<file path="config.mk">
export PLATFORM = sky130hd
export DESIGN_NAME = q_value_update
export DESIGN_NICKNAME = d
export VERILOG_FILES = /design/src/rtl/q_value_update_pkg.sv /design/src/rtl/q_value_update_fx_mul.sv /design/src/rtl/q_value_update.sv
export SDC_FILE = /design/constraint.sdc
export NUM_CORES = 1
export LEC_CHECK = 0
export CORE_UTILIZATION = 35
export DETAILED_ROUTE_END_ITERATION = 12
export SETUP_SLACK_MARGIN = 0.2
export SLEW_MARGIN = 0
export SYNTH_ARGS = -nofsm -noshare
export SYNTH_HDL_FRONTEND = slang
export SYNTH_HIERARCHICAL = 1
export SYNTH_SLANG_ARGS = --single-unit
</file>
<file path="constraint.sdc">
create_clock -name clock -period 12 [get_ports clock]
set_clock_uncertainty 0.05 [all_clocks]
set_input_delay 1.8 -clock clock [delete_from_list [all_inputs] [get_ports clock]]
set_output_delay 1.8 -clock clock [all_outputs]
set_load 0.02 [all_outputs]
</file>
<file path="src/rtl/q_value_update_pkg.sv">
// q_value_update_pkg
//   Shared definitions for the EER-RL Q-value update stage. It holds the
//   memory geometry, the node memory map, the default fixed-point
//   coefficients, the FSM state encoding and two small helper functions.
//   The package has no ports.
package q_value_update_pkg;

  localparam int MEM_DEPTH  = 2048;
  localparam int MEM_WIDTH  = 8;
  localparam int WORD_WIDTH = 16;

  // Word addresses in node memory.
  localparam logic [10:0] MYQ_ADDR    = 11'h070;  // own Q value, 8.8
  localparam logic [10:0] ENERGY_ADDR = 11'h06C;  // energyLeft, 2.14
  localparam logic [10:0] HOPS_BASE   = 11'h072;  // hop table, 2 words per entry

  // Coefficients. All are unsigned 8.8 except the threshold, which is 2.14.
  localparam logic [15:0] ALPHA            = 16'h0080;
  localparam logic [15:0] GAMMA            = 16'h00E6;
  localparam logic [15:0] HOP_PENALTY      = 16'h0010;
  localparam logic [15:0] QMAX             = 16'h0100;
  localparam logic [15:0] ENERGY_THRESHOLD = 16'h00CD;

  typedef enum logic [3:0] {
    ST_IDLE,
    ST_START,
    ST_RD_MYQ,
    ST_RD_ENERGY,
    ST_RD_HOPS,
    ST_CALC_R,
    ST_MUL_G,
    ST_MUL_A,
    ST_WRITE,
    ST_DONE
  } state_t;

  function automatic logic [10:0] hop_addr(input logic [9:0] idx);
    return HOPS_BASE + {idx, 1'b0};
  endfunction

  // The sum is non-negative when bit 18 is clear, so the upper compare can be
  // done unsigned.
  function automatic logic [15:0] clamp_q(input logic signed [18:0] sum);
    if (sum[18])
      return 16'h0000;
    else if (sum[17:0] > {2'b00, QMAX})
      return QMAX;
    else
      return sum[15:0];
  endfunction

endpackage

</file>
<file path="src/rtl/q_value_update_fx_mul.sv">
// fx_mul_8p8
//   Signed 8.8 fixed-point multiplier with a registered output. The block
//   computes p = (a * b) >>> 8, where a is signed and b is an unsigned
//   coefficient. The product is truncated to 18 bits.
// Ports
//   clock  in   1   system clock
//   rst    in   1   asynchronous active-high reset
//   a_i    in   18  signed operand
//   b_i    in   16  unsigned 8.8 operand
//   p_o    out  18  registered signed product, valid one cycle after the operands
module fx_mul_8p8
  import q_value_update_pkg::*;
(
  input  logic               clock,
  input  logic               rst,
  input  logic signed [17:0] a_i,
  input  logic        [15:0] b_i,
  output logic signed [17:0] p_o
);

  logic signed [34:0] prod;
  logic signed [17:0] p_q;
  logic               unused_prod_bits;

  assign prod = 35'(a_i) * 35'($signed({1'b0, b_i}));

  // Taking bits [25:8] of the signed product is the same as an arithmetic
  // shift right by 8 followed by truncation to 18 bits.
  assign unused_prod_bits = ^{prod[34:26], prod[7:0]};

  always_ff @(posedge clock or posedge rst) begin
    if (rst) p_q <= '0;
    else     p_q <= prod[25:8];
  end

  assign p_o = p_q;

endmodule

</file>
<file path="src/rtl/q_value_update.sv">
// q_value_update
//   EER-RL Q-learning update for this node's own Q value:
//     Q' = clamp(Q + ALPHA*(R + GAMMA*bestvalue - Q), 0, QMAX)
//     R  = (energy >> 6) - HOP_PENALTY*hops
//   Operands are read from node memory over the shared word port, and Q' is
//   written back to MYQ_ADDR. Count the cycle in which start is sampled as
//   cycle 1; wr_en is then high in cycle 8, and done rises in cycle 9.
// Optional feature (macro QUPD_ENERGY_THRESHOLD_EN)
//   When energy < ENERGY_THRESHOLD, the block writes Q' = 0 directly from
//   CALC_R and raises low_energy. Without the macro, low_energy is tied to 0.
// Ports
//   clock, rst             clock and asynchronous active-high reset
//   en                     block enable; low returns the FSM to IDLE
//   start                  begin one update (sampled in START)
//   data_in     [15:0]     memory read word, valid the cycle after address
//   besthop     [15:0]     chosen neighbour index (bits [9:0] are used)
//   bestvalue   [15:0]     chosen neighbour Q value, 8.8
//   address     [10:0]     memory word address
//   wr_en, data_out[15:0]  one-cycle write of Q'
//   qvalue_out  [15:0]     last Q' computed
//   low_energy, done       status outputs
module q_value_update
  import q_value_update_pkg::*;
(
  input  logic        clock,
  input  logic        rst,
  input  logic        en,
  input  logic        start,
  input  logic [15:0] data_in,
  input  logic [15:0] besthop,
  input  logic [15:0] bestvalue,
  output logic [10:0] address,
  output logic        wr_en,
  output logic [15:0] data_out,
  output logic [15:0] qvalue_out,
  output logic        low_energy,
  output logic        done
);

  state_t             state_q, state_d;
  logic        [9:0]  besthop_q, besthop_d;
  logic        [15:0] bestvalue_q, bestvalue_d;
  logic        [15:0] myq_q, myq_d;
  logic        [15:0] energy_q, energy_d;
  logic        [15:0] hops_q, hops_d;
  logic signed [17:0] r_q, r_d;
  logic        [15:0] qvalue_q, qvalue_d;
  logic               done_q, done_d;
  logic               low_q, low_d;

  logic signed [17:0] mul_a, mul_p, t_val;
  logic        [15:0] mul_b, q_new;
  logic signed [18:0] sum_val;
  logic               unused_in_bits;

  assign unused_in_bits = ^{besthop[15:10], energy_q[5:0]};

  // One multiplier is shared. MUL_G forms GAMMA*bestvalue, and MUL_A reuses
  // that result to build T and then forms ALPHA*T.
  assign t_val   = r_q + mul_p - $signed({2'b00, myq_q});
  assign mul_a   = (state_q == ST_MUL_G) ? $signed({2'b00, bestvalue_q}) : t_val;
  assign mul_b   = (state_q == ST_MUL_G) ? GAMMA : ALPHA;
  assign sum_val = $signed({3'b000, myq_q}) + $signed({mul_p[17], mul_p});
  assign q_new   = low_q ? 16'h0000 : clamp_q(sum_val);

  fx_mul_8p8 u_mul (
    .clock (clock),
    .rst   (rst),
    .a_i   (mul_a),
    .b_i   (mul_b),
    .p_o   (mul_p)
  );

  always_ff @(posedge clock or posedge rst) begin
    if (rst) begin
      state_q     <= ST_IDLE;
      besthop_q   <= '0;
      bestvalue_q <= '0;
      myq_q       <= '0;
      energy_q    <= '0;
      hops_q      <= '0;
      r_q         <= '0;
      qvalue_q    <= '0;
      done_q      <= 1'b0;
      low_q       <= 1'b0;
    end else begin
      state_q     <= state_d;
      besthop_q   <= besthop_d;
      bestvalue_q <= bestvalue_d;
      myq_q       <= myq_d;
      energy_q    <= energy_d;
      hops_q      <= hops_d;
      r_q         <= r_d;
      qvalue_q    <= qvalue_d;
      done_q      <= done_d;
      low_q       <= low_d;
    end
  end

  // The address presented in each state is the word needed in the next
  // state, because memory data arrives one cycle after the address.
  always_comb begin
    state_d     = state_q;
    besthop_d   = besthop_q;
    bestvalue_d = bestvalue_q;
    myq_d       = myq_q;
    energy_d    = energy_q;
    hops_d      = hops_q;
    r_d         = r_q;
    qvalue_d    = qvalue_q;
    done_d      = done_q;
    low_d       = low_q;
    address     = MYQ_ADDR;
    wr_en       = 1'b0;
    data_out    = 16'h0000;

    unique case (state_q)
      ST_IDLE: begin
        if (en) begin
          state_d     = ST_START;
          done_d      = 1'b0;
          besthop_d   = '0;
          bestvalue_d = '0;
          myq_d       = '0;
          energy_d    = '0;
          hops_d      = '0;
          r_d         = '0;
        end
      end
      ST_START: begin
        if (start) begin
          besthop_d   = besthop[9:0];
          bestvalue_d = bestvalue;
          done_d      = 1'b0;
          low_d       = 1'b0;
          state_d     = ST_RD_MYQ;
        end
      end
      ST_RD_MYQ: begin
        myq_d   = data_in;
        address = ENERGY_ADDR;
        state_d = ST_RD_ENERGY;
      end
      ST_RD_ENERGY: begin
        energy_d = data_in;
        address  = hop_addr(besthop_q);
        state_d  = ST_RD_HOPS;
      end
      ST_RD_HOPS: begin
        hops_d  = data_in;
        state_d = ST_CALC_R;
      end
      ST_CALC_R: begin
        r_d     = $signed({8'b0, energy_q[15:6]} - 18'(HOP_PENALTY) * 18'(hops_q));
        state_d = ST_MUL_G;
`ifdef QUPD_ENERGY_THRESHOLD_EN
        if (energy_q < ENERGY_THRESHOLD) begin
          low_d   = 1'b1;
          state_d = ST_WRITE;
        end
`endif
      end
      ST_MUL_G: state_d = ST_MUL_A;
      ST_MUL_A: state_d = ST_WRITE;
      ST_WRITE: begin
        wr_en    = 1'b1;
        data_out = q_new;
        qvalue_d = q_new;
        done_d   = 1'b1;
        state_d  = ST_DONE;
      end
      ST_DONE: begin
        if (!start) state_d = ST_START;
      end
      default: state_d = ST_IDLE;
    endcase

    // Dropping en takes priority. It also suppresses a write that is in
    // flight, so memory never sees a partial update.
    if (!en) begin
      state_d  = ST_IDLE;
      done_d   = 1'b0;
      qvalue_d = qvalue_q;
      wr_en    = 1'b0;
      data_out = 16'h0000;
    end
  end

  assign qvalue_out = qvalue_q;
  assign done       = done_q;
`ifdef QUPD_ENERGY_THRESHOLD_EN
  assign low_energy = low_q;
`else
  assign low_energy = 1'b0;
`endif

endmodule

</file>
==> After elaboration in Yosys (flattened, before gate mapping) <==
Index checks and enable logic that the tools add are counted.
{ "classes": {"addsub": 5, "mul": 1, "order_cmp": 1, "eq_ne": 14, "mux": 27, "reduce_logical": 14} }
{ "op_table": {"columns": ["operator", "count"], "rows": [
  ["$mux 16", 6],
  ["$pmux 16 s2", 3],
  ["$pmux 4 s10", 1],
  ["$mux 18", 2],
  ["$pmux 18 s2", 1],
  ["$pmux 14 s2", 1],
  ["$mul 18x9->26", 1],
  ["$pmux 11 s2", 1],
  ["$mux 10", 2],
  ["$pmux 10 s2", 1],
  ["$add 17x18->19", 1],
  ["$add 18x18->18", 1],
  ["$gt 18x9->1 const B", 1],
  ["$sub 10x18->18", 1],
  ["$sub 18x17->18", 1],
  ["$eq 4x3->1 const B", 4],
  ["$reduce_and 2->1", 7],
  ["$mux 4", 3],
  ["$add 7x11->11 const A", 1],
  ["$reduce_bool 2->1", 5],
  ["$eq 4x2->1 const B", 2],
  ["$eq 4x4->1 const B", 2],
  ["$mux 7", 1],
  ["$ne 3x3->1 const B", 2],
  ["other kinds (7)", 11]
]} }
{ "totals": {"reg_bits": 129, "input_bits": 52, "output_inout_bits": 46, "word_cells": 72} }

==> Logic depth before layout (Yosys ltp) <==
Gate-level depths: netlist (run 1).
{ "depth": {"ltp_word": 6, "ltp_mapped": 33} }

==> Hierarchy <==
The synthesis (run 1) kept the hierarchy.
{ "modules_own_cells": {"columns": ["module", "instances", "cells_per_inst", "area_each_um2", "seq_area_each_um2"], "rows": [
  ["fx_mul_8p8", 1, 971, 8705.8, 450.4],
  ["q_value_update", 1, 744, 7008.0, 2627.5]
]} }

==> Worst setup path before layout (run 1) <==
No wires, ideal clock.
{ "synth_timing": {"path_type": "register -> register", "startpoint": "register myq_q[2]", "endpoint": "register u_mul.p_q[16], in the netlist u_mul/p_o[16]", "arrival_ns": 7.803, "path_slack_ns": 4.012, "path_stages_with_launch": 30, "n_path_buf": 1, "synth_period_minus_slack_ns": 7.988, "path_cell_list": "dfrtp_1 > fa_1 > inv_1 > ha_1 > nor2b_1 > o31a_1 > o211ai_1 > a21oi_1 > o31a_1 > o21ai_0 > xor2_1 > o21ai_0 > clkbuf_1 > nand2_1 > fa_1 > fa_1 > fa_1 > inv_1 > fa_1 > fa_1 > inv_1 > fa_1 > inv_1 > ha_1 > and2_1 > a221o_1 > a41o_4 > a2111oi_4 > o31ai_1 > xor2_1"} }
{ "synth_via": {"elab_chain_cells": 3} }
{ "synth_lines": {"columns": ["item", "line_no", "rtl"], "rows": [
  ["start: declaration", "q_value_update.sv:43", "logic [15:0] myq_q, myq_d;"],
  ["start signal: assignment", "q_value_update.sv:90", "myq_q <= myq_d;"],
  ["$sub 18x17->18", "q_value_update.sv:60", "assign t_val = r_q + mul_p - $signed({2'b00, myq_q});"],
  ["$mux 18", "q_value_update.sv:61", "assign mul_a = (state_q == ST_MUL_G) ? $signed({2'b00, bestvalue_q}) : t_val;"],
  ["named net mul_a[14]", "q_value_update.sv:51", "logic signed [17:0] mul_a, mul_p, t_val;"],
  ["$mul 18x9->26", "q_value_update_fx_mul.sv:25", "assign prod = 35'(a_i) * 35'($signed({1'b0, b_i}));"],
  ["named net u_mul.prod[24]", "q_value_update_fx_mul.sv:21", "logic signed [34:0] prod;"],
  ["end signal: assignment", "q_value_update_fx_mul.sv:33", "else p_q <= prod[25:8];"],
  ["end: declaration", "q_value_update_fx_mul.sv:22", "logic signed [17:0] p_q;"]
]} }
The timed path passes the listed nets, and every way through them passes these cells.
A chain may end at the register's enable or synchronous reset.

==> Worst setup path in the final report (run 1) <==
{ "layout_timing": {"startpoint": "register myq_q[2]", "endpoint": "register u_mul.p_q[17], in the netlist u_mul/p_o[17]"} }
Same word-level chain as after synthesis.

==> metrics.csv, run 1 <==
stage,metric,value,unit
status,status,completed,
timing,setup_viol,0,
die,std_cell_rows,77,
cells_and_area,layout.area.seq,3078,um2
timing,fin_setup_tns,0,ns
clock_network,clockBufferDepth,2,
clock_network,postCtsHoldBufs,0,
worst_setup_path,cp-start-kind,flip-flop,
cells_and_area,areaGrowthSynthToFinish,14.26,%
worst_setup_path,path_class,flip-flop to flip-flop,
worst_setup_path,crit_slowest_cell,a311oi_1,
global_route,grt.overflow.total,0,
timing,finalCritPeriodShare,0.7644,
yosys,synth-main-ff-cell,dfrtp_1,
worst_setup_path,cp_max_fo,9,
die,ios,98,
timing,slew_headroom,0.2899,
clock_network,path_clk_slew,0.06,ns
worst_setup_path,arrival,9.42,ns
global_route,grt_max_degree,68,
die,core,44220,um2
clock_network,post_cts_resized,0,
worst_setup_path,endpoint_kind,flip-flop,
yosys,synth-seq-area-share,0.1959,
timing,hold_violations,0,
timing,tightestPinTransition,1.061,ns
place,port_buffers,82,
worst_setup_path,critPathRequiredTime,12.25,ns
timing,max_freq,109.0,MHz
drt,drt_pass1_iterations,4,
clock_network,cts_setup_buffers,0,
clock_network,htreeDepth,4,
die,die_h,213.9,um
drt,postRouteAntennaNets,0,
yosys,synth_cell_type_count,70,
hold_path,worstHoldPathType,flip-flop to flip-flop,
worst_setup_path,cp_num_buf_inv,4,
global_route,grt_pass1_wl,62690,um
cells_and_area,layout-drive-gt1-share,0.04861,
clock_network,cts_buffers,17,
cells_and_area,nets,2211,
die,initial_utilization,0.3553,
cells_and_area,layout_commonest_cell,inv_1,
timing,rsz0062_at_grt,false,
yosys,syn_avg_cell_area,9.163,um2
timing,period_needed,9.173,ns
global_route,track_usage,0.1783,
yosys,netlist_area,15710,um2
yosys,async_flop_share,1.000,
yosys,ys_ff_latch,123,
drt,drtIter0Drc,665,
drt,post_drt_wl_per_cell,15.81,um
worst_setup_path,slowest_delay,0.69,ns
die,die-area,45750,um2
job,maxCapViolCount,0,
drt,wirelength,38310,um
die,dieWidth,213.9,um
drt,drt_drc_violations_left,0,
cells_and_area,antenna_cells,0,
clock_network,cts_tree,done,
cells_and_area,final_cell_mix,"inv_1 (373), fa_1 (231), nand2_1 (219), dfrtp_1 (123), and2_1 (113)",
yosys,synth-edff-count,0,
clock_network,cts_sinks,123,
place,place.gp.congestion,0.8807,
clock_network,clkLatencyLatePin,0.43,ns
yosys,ys_warn_count,6,
global_route,grt_antenna_before_repair,0,
drt,routed_via_density,4.728,
clock_network,cts-root-buf,clkbuf_16,
yosys,synthCells,1715,
place,dp_hpwl,30170,um
worst_setup_path,path_delay_family,adder cells,
global_route,grt_pass1_vias,11937,
drt,vias,11457,
worst_setup_path,crit_path_frequent_cell,fa_1,
cells_and_area,multiInputGateArea,11150,um2
timing,slew_violations,0,
cells_and_area,fillers,4364,
[cell families (layout without fill, tap and decap cells)]
family | Yosys count | in the layout | share of synthesized area
AOI/OAI and AO/OA | 251 | 251 | 0.1210
DFF | 123 | 123 | 0.1959
and+or+nand+nor | 459 | 459 | 0.1408
muxes | 2 | 2 | 0.001433
buffers and inverters | 452 | 506 | 0.1108
xor gates and xnor gates | 85 | 85 | 0.04785
other | 2 | 64 | 0.0004779
adders and majority gates | 341 | 341 | 0.3819
[per-stage QoR]
step / area [um2] / hold WS, ns / cells / worst slack [ns] / utilization
after floorplan: 15950 / 0.3932 / 1777 / 4.012 / -
after global placement: 17330 / 0.4096 / 2391 / 2.959 / 0.3918
final: 17950 / 0.4261 / 2423 / 2.827 / 0.4060
after detailed placement: 17330 / 0.4147 / 2391 / 2.856 / 0.3918
after global routing: 17950 / 0.4409 / 2423 / 2.332 / 0.4060
after CTS: 17950 / 0.4280 / 2423 / 2.813 / 0.4060
[metal layers]
layer / share of wire / GRT usage / routed length (um) / vias up
li1: - / - / - / 5451
met1: 0.45 / 0.2358 / 17170 / 5764
met2: 0.50 / 0.3090 / 19150 / 203
met3: 0.035 / 0.02226 / 1353 / 39
met4: 0.017 / 0.04335 / 635 / 0
met5: 0 / 0 / 0 / -
[final timing paths]
kind | slack, ns | end | start | cells past startpoint
setup / recovery | 2.83 | u_mul/p_o[17]$_DFF_PP0_ | myq_q[2]$_DFFE_PP0P_ | 26
hold / removal | 0.43 | qvalue_out[3]$_DFFE_PP0P_ | qvalue_out[3]$_DFFE_PP0P_ | 2
setup reg to reg | 2.83 | u_mul/p_o[17]$_DFF_PP0_ | myq_q[2]$_DFFE_PP0P_ | 26
hold reg to reg | 0.43 | qvalue_out[3]$_DFFE_PP0P_ | qvalue_out[3]$_DFFE_PP0P_ | 2
max in group asynchronous | 8.94 | besthop_q[7]$_DFFE_PP0P_ | rst | 3
min in group asynchronous | 1.77 | bestvalue_q[7]$_DFFE_PP0P_ | rst | 2
[Yosys cell counts, types with 4 or more instances]
master	number	area, um2
nand2b_1	6	37.54
buf_4	9	67.56
a211oi_1	5	37.54
o21ai_2	4	35.03
nor2_2	6	37.54
o31ai_1	5	37.54
clkbuf_1	64	240.2
inv_1	375	1408
o21ai_0	47	235.2
a22o_1	81	709.4
and3_1	8	50.05
ha_1	110	1376
o21bai_1	6	45.04
fa_1	231	4624
xnor2_1	47	411.6
dfrtp_1	123	3078
nor2_1	48	180.2
nand2_1	219	822.0
nand3_1	13	65.06
o21ai_1	4	20.02
o21a_1	4	30.03
a21oi_1	40	200.2
a21o_1	12	90.09
nor2b_1	8	50.05
nor3_1	14	70.07
o211ai_1	4	30.03
xor2_1	37	324.1
or3_1	6	37.54
and2_1	113	706.9
[state kept, by name, summed over array words and instances (netlist names)]
signal / cells
u_mul/p_o: 18
myq_q: 16
bestvalue_q: 16
qvalue_out: 16
energy_q: 10
state_q: 4
hops_q: 14
besthop_q: 10
r_q: 18
done: 1
[layout make-up]
| cell class | count | share of cell area |
|---|---|---|
| tap | 592 | 0.04125 |
| clock inverter | 11 | 0.008850 |
| sequential | 123 | 0.1714 |
| multi-input combinational | 1202 | 0.6209 |
| clock buffer | 21 | 0.02620 |
| inverter | 375 | 0.07854 |
| timing repair buffer | 99 | 0.05282 |
[worst min-delay path: stages (launching register included)]
cell     delay (ns)
dfrtp_1        0.34
nand2_1        0.04
o21ai_0        0.06
Power of run 1 is left out: the tool's default activity adds up to more than one toggle a clock period on the data nets, which glitch-free logic cannot reach.
==> inputs of run 2 (changes only) <==
Clock period 12 ns to 8.4 ns, I/O delays scaled along.
==> run 2 against run 1 <==
Cell count rose by 1.6%; non-clock buffer count up 38; die area did not move; clock-buffer cell count shrank 1.
==> metrics.csv, run 2 (synthesized netlist as in run 1, its figures left out) <==
stage,metric,value,unit,change
clock_network,clockBufferDepth,2,,unchanged
worst_setup_path,crit_path_frequent_cell,fa_1,,
drt,vias,11582,,+1.1%
global_route,grt_pass1_vias,12177,,+2.0%
clock_network,cts_tree,done,,
drt,drt_pass1_iterations,7,,+3
worst_setup_path,cp-start-kind,flip-flop,,
timing,hold_violations,0,,unchanged
clock_network,htreeDepth,4,,unchanged
worst_setup_path,reg2regPathDepth,32,,+23%
cells_and_area,layout.area.seq,3080,um2,about the same
die,initial_utilization,0.3553,,unchanged
hold_path,worstHoldPathType,flip-flop to flip-flop,,
cells_and_area,layout.cells.non_filler,2461,,+1.6%
timing,tightestPinTransition,1.075,ns,+0.01390 ns
place,post_dp_cell_area,17520,um2,+1.1%
global_route,grt_max_degree,72,,+5.9%
timing,period_needed,8.179,ns,-0.9941 ns
drt,route.met3.wl,1331,um,-1.6%
timing,holdWs,0.4247,ns,-0.001388 ns
worst_setup_path,crit_slowest_cell,fa_1,,
place,dpl.cell_count,2417,,+1.1%
worst_setup_path,arrival,8.43,ns,-0.99 ns
worst_setup_path,cp_max_fo,3,,-6
job,maxCapViolCount,0,,unchanged
clock_network,cts_sinks,123,,unchanged
die,std_cell_rows,77,,unchanged
die,die_h,213.9,um,unchanged
cells_and_area,areaGrowthSynthToFinish,17.06,%,
cells_and_area,fillers,4334,,-0.69%
drt,met2WireLength,19070,um,-0.43%
worst_setup_path,slowest_delay,0.55,ns,-0.14 ns
timing,finalCritPeriodShare,0.9737,,+0.2093
cells_and_area,final_cell_mix,"inv_1 (364), fa_1 (228), nand2_1 (219), dfrtp_1 (121), and2_1 (110)",,
clock_network,clkLatencyLatePin,0.43,ns,about the same
worst_setup_path,path_class,flip-flop to flip-flop,,
clock_network,cts-root-buf,clkbuf_16,,
drt,postRouteAntennaNets,0,,unchanged
drt,drtIter0Drc,675,,+1.5%
cells_and_area,finalInstanceArea,18400,um2,+2.5%
drt,wl_met1,17590,um,+2.5%
cells_and_area,layout-drive-gt1-share,0.08614,,+0.03754
place,dp_hpwl,30740,um,+1.9%
worst_setup_path,endpoint_kind,flip-flop,,
drt,routed_via_density,4.706,,-0.47%
timing,setup_viol,0,,unchanged
drt,drt_drc_violations_left,0,,unchanged
timing,rsz0062_at_grt,true,,
timing,slew_headroom,0.2806,,-0.009303
cells_and_area,nets,2249,,+1.7%
status,status,completed,,
worst_setup_path,path_delay_family,adder cells,,
place,place.gp.congestion,0.9005,,+2.2%
global_route,grt.overflow.total,0,,unchanged
die,die-area,45750,um2,unchanged
die,core,44220,um2,unchanged
clock_network,path_clk_slew,0.06,ns,about the same
global_route,track_usage,0.1805,,+0.002210
cells_and_area,layout_commonest_cell,inv_1,,
hold_path,hold_depth,2,,unchanged
cells_and_area,antenna_cells,0,,unchanged
drt,post_drt_wl_per_cell,15.78,um,-0.18%
drt,wirelength,38840,um,+1.4%
worst_setup_path,cp_num_buf_inv,9,,+5
die,ios,98,,unchanged
drt,top_layer_used,met4,,
die,dieWidth,213.9,um,unchanged
place,port_buffers,82,,unchanged
worst_setup_path,critPathRequiredTime,8.65,ns,-3.60 ns
global_route,grt_pass1_wl,64070,um,+2.2%
timing,max_freq,122.3,MHz,+12%
timing,slew_violations,0,,unchanged
worst_setup_path,cp.depth,32,,+23%
global_route,grt_antenna_before_repair,0,,unchanged
clock_network,cts_buffers,17,,unchanged
cells_and_area,multiInputGateArea,11330,um2,+1.7%
==> run 2: cell count changes in the layout (fill, tap and decap cells not counted), moves of 6 or more <==
cell     delta
o21ai_0     -7
inv_1       -9
buf_4      +35
ha_1        -7
ha_4        +7
inv_2       +9
o21ai_1     +6
==> run 2: timing repair <==
item                       in CTS  in global routing
hold buffers                    0                  0
buffers inserted                5                  7
gates resized for setup        16                 37
setup endpoints to repair       7                  7
gates cloned                    0                  0
hold endpoints to repair        0                  0
pin swaps                      15                 35
==> run 2: final timing paths <==
kind                            slack, ns                    endpoint                 startpoint
worst max-delay path                 0.22     u_mul/p_o[16]$_DFF_PP0_         r_q[2]$_DFFE_PP0P_
worst min-delay path                 0.42   qvalue_out[4]$_DFFE_PP0P_  qvalue_out[4]$_DFFE_PP0P_
worst max register to register       0.22     u_mul/p_o[16]$_DFF_PP0_         r_q[2]$_DFFE_PP0P_
worst min register to register       0.42   qvalue_out[4]$_DFFE_PP0P_  qvalue_out[4]$_DFFE_PP0P_
max in group asynchronous            5.90          r_q[2]$_DFFE_PP0P_                        rst
min in group asynchronous            1.26  bestvalue_q[9]$_DFFE_PP0P_                        rst
==> run 2: area by class of cell <==
class | count | share of cell area
Clock buffer | 20 | 0.02374
Clock inverter | 12 | 0.007618
Inverter | 375 | 0.07666
Multi-Input combinational cell | 1202 | 0.6161
Sequential cell | 123 | 0.1675
Tap cell | 592 | 0.04027
Timing Repair Buffer | 137 | 0.06815
==> run 2: stage by stage <==
| stage | setup TNS, ns | util | worst slack (ns) |
|---|---|---|---|
| 6_report | 0 | 0.4160 | 0.2211 |
| 5_1_grt | -0.04882 | 0.4160 | -0.02456 |
| 4_1_cts | 0 | 0.4113 | 0.2090 |
| 3_5_place_dp | -0.03909 | 0.3962 | -0.02466 |
| 3_3_place_gp | 0 | 0.3962 | 0.1074 |
| 2_1_floorplan | 0 | - | 0.4116 |
==> run 2: metal layers <==
| layer | track usage | vias to the layer above |
|---|---|---|
| met3 | 0.01889 | 40 |
| met2 | 0.3049 | 217 |
| met5 | 0 | - |
| met4 | 0.04877 | 0 |
| li1 | - | 5532 |
| met1 | 0.2459 | 5793 |
==> run 2: worst register-to-register path: cells and delay by family, from the launching register on <==
kind / cells / cell delay [ns]
xor+xnor: 2 / 0.31
simple gates: 3 / 0.36
compound gates: 9 / 2.24
flops: 1 / 0.35
buf+inv: 9 / 0.73
fa+ha+maj: 9 / 4.01
Power of run 2 is left out for the same reason.
